## config.mk

```make
export PLATFORM = sky130hd
export DESIGN_NAME = anc_i2s_tx
export DESIGN_NICKNAME = d
export VERILOG_FILES = /design/src/rtl/anc_i2s_tx.sv
export SDC_FILE = /design/constraint.sdc
export NUM_CORES = 1
export LEC_CHECK = 0
export BUFFER_PORTS_ARGS = -buffer_cell sky130_fd_sc_hd__buf_2
export CAP_MARGIN = 0
export CORE_UTILIZATION = 40
export CTS_CLUSTER_DIAMETER = 50
export DETAILED_ROUTE_END_ITERATION = 8
export SETUP_SLACK_MARGIN = 0.02
export SLEW_MARGIN = 20
export SYNTH_ARGS = -nofsm -noshare
export SYNTH_HDL_FRONTEND = slang
export SYNTH_SLANG_ARGS = --single-unit
```

## constraint.sdc

```tcl
create_clock -name clk_in -period 5.05 [get_ports clk_in]
set_input_delay 1.515 -clock clk_in [delete_from_list [all_inputs] [get_ports clk_in]]
set_output_delay 1.515 -clock clk_in [all_outputs]
set_load 0.005 [all_outputs]
```

## src/rtl/anc_i2s_tx.sv

```systemverilog
// anc_i2s_tx -- output end of the ANC datapath.
//
// Buffers signed anti-noise samples in a small FIFO and serialises them to an
// I2S DAC as mono frames (left = right = sample), 2*WIDTH slots per frame.
// Frame rate fs = f_clk / (4*WIDTH*SCLK_DIV).
//
// Ports
//   clk_in          system clock
//   rst_in          synchronous reset, active high
//   ready_in        1-cycle strobe, sample_in valid
//   sample_in       signed anti-noise sample (passed bit-exact)
//   sclk_out        I2S bit clock
//   lrclk_out       I2S word select (0 = left, 1 = right)
//   sdata_out       I2S serial data, MSB first, one slot behind lrclk
//   fifo_level_out  entries currently held in the FIFO
//   overflow_out    1-cycle pulse: sample dropped because the FIFO was full
//   underflow_out   1-cycle pulse: frame started with the FIFO empty (mute)
module anc_i2s_tx #(
    parameter int WIDTH      = 16,
    parameter int SCLK_DIV   = 32,
    parameter int FIFO_DEPTH = 4
) (
    input  logic             clk_in,
    input  logic             rst_in,
    input  logic             ready_in,
    input  logic [WIDTH-1:0] sample_in,
    output logic             sclk_out,
    output logic             lrclk_out,
    output logic             sdata_out,
    output logic [2:0]       fifo_level_out,
    output logic             overflow_out,
    output logic             underflow_out
);
    localparam int SLOTS = 2 * WIDTH;
    localparam int SW    = $clog2(SLOTS);
    localparam int DW    = $clog2(SCLK_DIV);
    localparam int PW    = (FIFO_DEPTH > 1) ? $clog2(FIFO_DEPTH) : 1;
    localparam int CW    = $clog2(FIFO_DEPTH + 1);

    logic [DW-1:0]    div_cnt;
    logic [SW-1:0]    slot;
    logic [SLOTS-1:0] shift_q;
    logic             delay_q;

    logic [WIDTH-1:0] mem [FIFO_DEPTH];
    logic [PW-1:0]    wr_ptr, rd_ptr;
    logic [CW-1:0]    count;

    logic             tc, fall, frame_start;
    logic [SW-1:0]    slot_nxt;
    logic             empty, full, pop, push;
    logic [SLOTS-1:0] shift_src;

    always_comb begin
        tc          = (div_cnt == DW'(SCLK_DIV - 1));
        // Only the 1->0 toggle of sclk advances the frame.
        fall        = tc && sclk_out;
        slot_nxt    = (slot == SW'(SLOTS - 1)) ? '0 : slot + 1'b1;
        frame_start = fall && (slot_nxt == '0);
        empty       = (count == '0);
        full        = (count == CW'(FIFO_DEPTH));
        // Pop sees pre-push contents, so a push into an empty FIFO cannot
        // feed the frame starting on the same cycle.
        pop         = frame_start && !empty;
        // A pop frees the slot a coincident push needs when full.
        push        = ready_in && (!full || pop);
        shift_src   = shift_q;
        if (frame_start)
            shift_src = pop ? {mem[rd_ptr], mem[rd_ptr]} : '0;
    end

    always_ff @(posedge clk_in) begin
        if (rst_in) begin
            div_cnt       <= '0;
            sclk_out      <= 1'b0;
            slot          <= SW'(SLOTS - 1);
            lrclk_out     <= 1'b0;
            sdata_out     <= 1'b0;
            delay_q       <= 1'b0;
            shift_q       <= '0;
            wr_ptr        <= '0;
            rd_ptr        <= '0;
            count         <= '0;
            overflow_out  <= 1'b0;
            underflow_out <= 1'b0;
            for (int i = 0; i < FIFO_DEPTH; i++) mem[i] <= '0;
        end else begin
            div_cnt <= tc ? '0 : div_cnt + 1'b1;
            if (tc) sclk_out <= ~sclk_out;

            overflow_out  <= ready_in && full && !pop;
            underflow_out <= frame_start && empty;

            if (fall) begin
                slot      <= slot_nxt;
                lrclk_out <= (slot_nxt >= SW'(WIDTH));
                // Delay register gives the one-slot I2S data lag behind lrclk.
                sdata_out <= delay_q;
                delay_q   <= shift_src[SLOTS-1];
                shift_q   <= shift_src << 1;
            end

            if (push) begin
                mem[wr_ptr] <= sample_in;
                wr_ptr      <= wr_ptr + 1'b1;
            end
            if (pop) rd_ptr <= rd_ptr + 1'b1;

            case ({push, pop})
                2'b10:   count <= count + 1'b1;
                2'b01:   count <= count - 1'b1;
                default: count <= count;
            endcase
        end
    end

    assign fifo_level_out = 3'(count);
endmodule

```

# Yosys cells after proc, flatten, opt, wreduce, memory -nomap -nowiden
# Memory sizes are Yosys's and may differ from the RTL's. A register that Yosys moved wholly into a read port is not among the register bits.
# Cells that the tools add are included.
# word_totals
register_bits	54
out_inout_bits	8
wordCells	56
input_bits	19
ramBits	64
mem_count	1
# classes
n_lt_le_gt_ge	1
addsub	6
n_bitwise	1
n_reduce_logical	16
n_mux	14
n_eq_ne	5
# mem_list
name	depth	width	read_ports	rd_ports_with_merged_regs	wr	line	rtl
mem	4	16	1	1	4	45	logic [WIDTH-1:0] mem [FIFO_DEPTH];
# ops
cell	n
32-bit 2-to-1 mux	2
16-bit 2-to-1 mux	1
16-bit OR reduction	1
5-bit by 1-bit adder with 5-bit output (second input constant)	2
5-bit equality test (second input constant)	2
1-bit logical AND	7
1-bit 2-to-1 mux	6
2-bit 2-to-1 mux	3
3-bit one-hot mux with 2 select lines	1
5-bit greater-or-equal comparator (second input constant)	1
5-bit logical NOT	1
5-bit 2-to-1 mux	1
2-bit by 1-bit adder with 2-bit output (second input constant)	2
3-bit by 1-bit adder with 3-bit output (second input constant)	1
3-bit equality test (second input constant)	1
1-bit logical NOT	3
3-bit logical NOT	1
3-bit by 1-bit subtractor with 3-bit output (second input constant)	1
2-bit by 1-bit equality test with 1-bit output (second input constant)	1
2-bit equality test (second input constant)	1
2-bit nonzero test	1
2-bit OR reduction	1
1-bit logical OR	1
1-bit inverter	1

# Logic depth before layout (Yosys ltp)
# depth
ltp_word	12
mapped_depth	14
mapped_depth_nobuf	13

# Least setup slack after synthesis
# No wires, ideal clock.
# synth_path
path_kind	in2reg
startpoint	input ready_in
endpoint	memory mem[0][0] (enable)
n_path_buf	1
setup_slack_ns	1.082
required_time_ns	4.615
setup_time_ns	0.435
path_stages	3
arrival_ns	3.533
cell_sequence	inv_1 > clkbuf_1 > o41ai_1
# synth_rtl
element	line	rtl
start: declaration	25	input logic ready_in,
end: declaration	45	

# Worst setup path after layout
# layout_path
startpoint	register slot[0]
endpoint	register count[1] (netlist: fifo_level_out[1])
# layout_via
elab_chain_cells	9
elab_cells_between_ends	12
classes_between	1 x add/sub; 3 x eq/ne; 2 x mux; 6 x reduce/logical
# layout_rtl
element	line	rtl
start: declaration	41	logic [SW-1:0] slot;
start signal: assignment	76	slot <= SW'(SLOTS - 1);
start signal: assignment	95	slot <= slot_nxt;
5-bit by 1-bit adder with 5-bit output / 5-bit equality test (equally long branches)	58	slot_nxt = (slot == SW'(SLOTS - 1)) ? '0 : slot + 1'b1;
5-bit 2-to-1 mux *	58	
named net slot_nxt[4]	50	logic [SW-1:0] slot_nxt;
5-bit logical NOT *	59	frame_start = fall && (slot_nxt == '0);
1-bit logical AND *	59	
1-bit logical AND *	64	pop = frame_start && !empty;
1-bit logical OR	66	push = ready_in && (!full || pop);
1-bit logical AND	66	
2-bit by 1-bit equality test with 1-bit output / 2-bit equality test (equally long branches)	109	case ({push, pop})
3-bit one-hot mux with 2 select lines / 2-bit nonzero test (equally long branches)	n/a	
end signal: assignment	110	2'b10: count <= count + 1'b1;
end signal: assignment	111	2'b01: count <= count - 1'b1;
end signal: assignment	112	default: count <= count;
end: declaration	47	logic [CW-1:0] count;
# Mark *: on every way through the listed nets, which the timed path passes. The rest lies on a longest branch.
# A chain may end at the register's enable or synchronous reset.

==> reports/results.txt <==
The analysis attributes to cell leakage a power of 2.293 nW. After clock tree synthesis, the repair step resized 0 gates. The overall fraction of global-route tracks in use was 17.03%.

The largest fanout on the critical path came out at 5. The worst hold path stage count is 1. For the peak supply drop, the log shows 0.2052 mV. For this run, the number of Yosys warnings is 0. The gate count of the mapped netlist is 456, and the total core area is 12,770 sq um. Row generation in the floorplan step produced 41 rows. Type of element launching the critical path: a register. For the buffer count from post-CTS setup fixing, the log shows 0.

The TritonCTS sink count is 120. Summed over all layers, the global routing overflow is 0. For this block, the initial DRC count from the detailed router was 159. Clock-pin slew was measured on the worst setup and hold paths at 0.06 ns. Counting cells, the worst reg-to-reg path comes to 11. The share of synthesized area in the top cell type comes to 36.26%. Summing the sequential cell areas from Yosys gives 57.41% of the chip area. Summed over all layers, the routed wires come to 10.33 mm. The tools report the die area as 13,710 sq um.

The clock insertion delay at the later pin of the skew report was 0.42 ns. After clock tree synthesis, the flow added hold-fix buffers numbering 0. The die width works out to 117.1 um. In this run the number of H-tree levels came out at 4. The final critical path takes up 67.58% of the cycle. Share of flip-flops with an asynchronous set or reset: 0%. After synthesis, the netlist uses 51 different library cells. In this run the cell area of the synthesized design comes to 5300 sq um. The number of global-route vias before repair came out at 3,352. STA puts the critical path data arrival time at 3.74 ns.

In this run the clock root is driven by a sky130_fd_sc_hd__clkbuf_16. The maximum clock path buffer count is 2, and the count of endpoints failing setup in the final report is 0. The path with the worst hold slack has its endpoint at div_cnt[0]$_SDFF_PP0_.

Post-synthesis register bit count: 120. In this run the critical register-to-register path is launched from slot[0]$_SDFFE_PP1P_. The worst clock skew was 0.008108 ns.

The category of the critical setup timing path was reg2reg. The flow ran to the end, and the final reports show no timing, DRC or antenna violations. In the synthesized netlist the dominant register cell turns out to be sky130_fd_sc_hd__edfxtp_1. For the hold violation count in the final report, the log shows 0. The worst-case register-to-register setup slack is 1.64 ns.

Yosys mapped a number of flops with a built-in enable equal to 64. The tools report the final net count as 501. The number of nets in the synthesized netlist is 481. Setup repair after global routing left no endpoint under its margin. Summed over all nets, the half-perimeter wirelength after detailed placement is 6.345 mm.

Detailed-route via count: 3,441. The die is 117.1 um tall. For this design the ratio of total power to cell area is 391.7 nW/um^2. The number of clock buffers inserted by TritonCTS was 17. Ranked by total cell area, the synthesized netlist is headed by sky130_fd_sc_hd__edfxtp_1 (36%), sky130_fd_sc_hd__dfxtp_1 (21%), sky130_fd_sc_hd__and2_1 (7.7%).

The maximum clock rate is 293.0 MHz. The number of antenna violations at the first check in global routing came out at 0. The worst pin sits at a relative slew slack of 32.06%. The routed wire length per instance came out at 15.62 um. Cell accounting for the most synthesized area: sky130_fd_sc_hd__edfxtp_1. In this run the remaining antenna-violating nets after routing total 0.

After detailed routing, the number of vias per cell comes to 5.206. Iteration count of the initial detailed-routing pass: 4. The number of pins with negative max-slew slack in the final report was 0.

Buffers placed on the I/O ports in this run total 26. At the worst endpoint, the required time is 5.38 ns. The number of maximum-capacitance violations is 0.

At the end of the flow the core is filled with cells to 48.05%. In this run the count of I/O pins placed on the die edge is 27. For the maximum number of pins on one net before global-route repair, the log shows 42. The critical register-to-register path endpoint is fifo_level_out[1]$_SDFFE_PP0P_.

Routability-driven placement finished with a final weighted congestion of 0.7970. The worst hold path class was reg2reg. The run gives 0 as the detailed-route DRC error count. The first global-routing pass estimated 17.02 mm of wire.

Summed over all failing endpoints, the final setup total negative slack is 0 ns. The mean post-synth cell area came out at 11.62 sq um. For the initial cell density of the core, the log shows 41.49%. At the pin with the least slew margin, the transition time is 1.019 ns. The startpoint of the tightest hold check path was div_cnt[0]$_SDFF_PP0_.

The tools report the number of antenna diodes as 0. The synthesis-to-layout area growth works out to 15.79%. Subtracting the final worst setup slack from the clock period gives 3.413 ns. TritonCTS built the clock tree.

The worst setup path is captured at a register. Cells with a size suffix above 1 make up 19.43% of the layout.
## final cells by class
| type | count | area, sq um |
|---|---|---|
| clock inverters | 14 | 141.4 |
| multi-input cells | 300 | 2118 |
| inverters | 6 | 22.52 |
| fillers | 1173 | 6636 |
| well taps | 172 | 215.2 |
| flip-flops and latches | 120 | 3043 |
| clock buffers | 18 | 429.2 |
| repair buffers | 31 | 167.7 |
## worst max-delay path by stage
stage | from | end | depth (start not counted) | slack, ns
6_report | slot[0]$_SDFFE_PP1P_ | fifo_level_out[1]$_SDFFE_PP0P_ | 11 | 1.64
5_1_grt | slot[0]$_SDFFE_PP1P_ | fifo_level_out[1]$_SDFFE_PP0P_ | 11 | 1.37
4_1_cts | slot[0]$_SDFFE_PP1P_ | fifo_level_out[1]$_SDFFE_PP0P_ | 11 | 1.61
3_5_place_dp | rst_in | mem[1][0]$_SDFFCE_PN0P_ | 6 | 1.30
3_3_place_gp | rst_in | mem[2][7]$_SDFFCE_PN0P_ | 6 | 1.35
2_1_floorplan | ready_in | mem[0][0]$_SDFFCE_PN0P_ | 3 | 1.08
## metal layers
layer	vias up	routed length [um]	global-route usage, %
li1	1700	-	-
met1	1666	4790	21.62
met2	55	4988	27.18
met3	20	315	4.274
met4	0	233	8.608
met5	-	0	0
## critical path, stage by stage (launching register included)
cell	delay, ns
sky130_fd_sc_hd__dfxtp_1	0.35
sky130_fd_sc_hd__ha_1	0.27
sky130_fd_sc_hd__and3_1	0.20
sky130_fd_sc_hd__ha_1	0.28
sky130_fd_sc_hd__nand2b_1	0.25
sky130_fd_sc_hd__a211o_1	0.37
sky130_fd_sc_hd__nor3_1	0.35
sky130_fd_sc_hd__nand2_1	0.13
sky130_fd_sc_hd__fa_1	0.48
sky130_fd_sc_hd__o311ai_0	0.35
sky130_fd_sc_hd__o31ai_1	0.12
sky130_fd_sc_hd__a211oi_1	0.18
## per-stage QoR
stage	setup slack (ns)	hold WS, ns	instance area [sq um]	power (mW)	cells
after CTS	1.611	0.4621	6137	2.425	661
final	1.637	0.4558	6137	2.404	661
after detailed placement	1.301	0.4543	5567	1.274	629
after global routing	1.374	0.4915	6137	2.491	661
after global placement	1.346	0.4473	5564	1.269	629
after floorplan	1.082	0.4279	5300	1.220	456
## synthesized netlist by cell type (all sizes together) (4+ instances only)
library cell  instances
a211oi                4
a21oi                71
and2                 65
buf                  11
clkbuf               19
dfxtp                56
edfxtp               64
ha                    5
inv                   6
mux4                 16
nand2                34
nand3                 4
nor2                 16
nor3                  9
o21ai                33
## cell usage in the layout, fill, tap and decap left out, drive strengths merged, types with 16 or more instances in the layout
cell    netlist  final
a21oi        71     71
and2         65     65
edfxtp       64     64
dfxtp        56     56
nand2        34     34
o21ai        33     33
buf          11     31
clkbuf       19     18
mux4         16     16
nor2         16     16
## registers in the layout, indices dropped and copies added, names as in the netlist, named ones only
register,flops
slot,5
shift_q,31
sdata_out,1
mem,64
fifo_level_out,3
overflow_out,1
underflow_out,1
rd_ptr,2
sclk_out,1
lrclk_out,1
delay_q,1
div_cnt,5
wr_ptr,2
## kinds of logic (layout without fill, tap and decap cells)
kind of cell / Yosys count / in the layout / share of synthesized area (%)
AND/OR/NAND/NOR: 144 / 144 / 15.51
AO/OA/AOI/OAI: 124 / 124 / 13.69
flip-flops: 120 / 120 / 57.41
buffers and inverters: 36 / 69 / 2.951
multiplexers: 20 / 20 / 7.743
adder cells (fa/ha/maj): 6 / 6 / 1.558
XOR/XNOR: 6 / 6 / 1.133
## power breakdown
group	leakage, nW	switching [mW]	total (mW)	internal (mW)
Clock	0.273	0.464	1.15	0.688
Sequential	1.12	0.0198	1.10	1.08
Combinational	0.897	0.0966	0.156	0.0589
Total	2.29	0.581	2.40	1.82
Power figures use the tool's default switching activity.
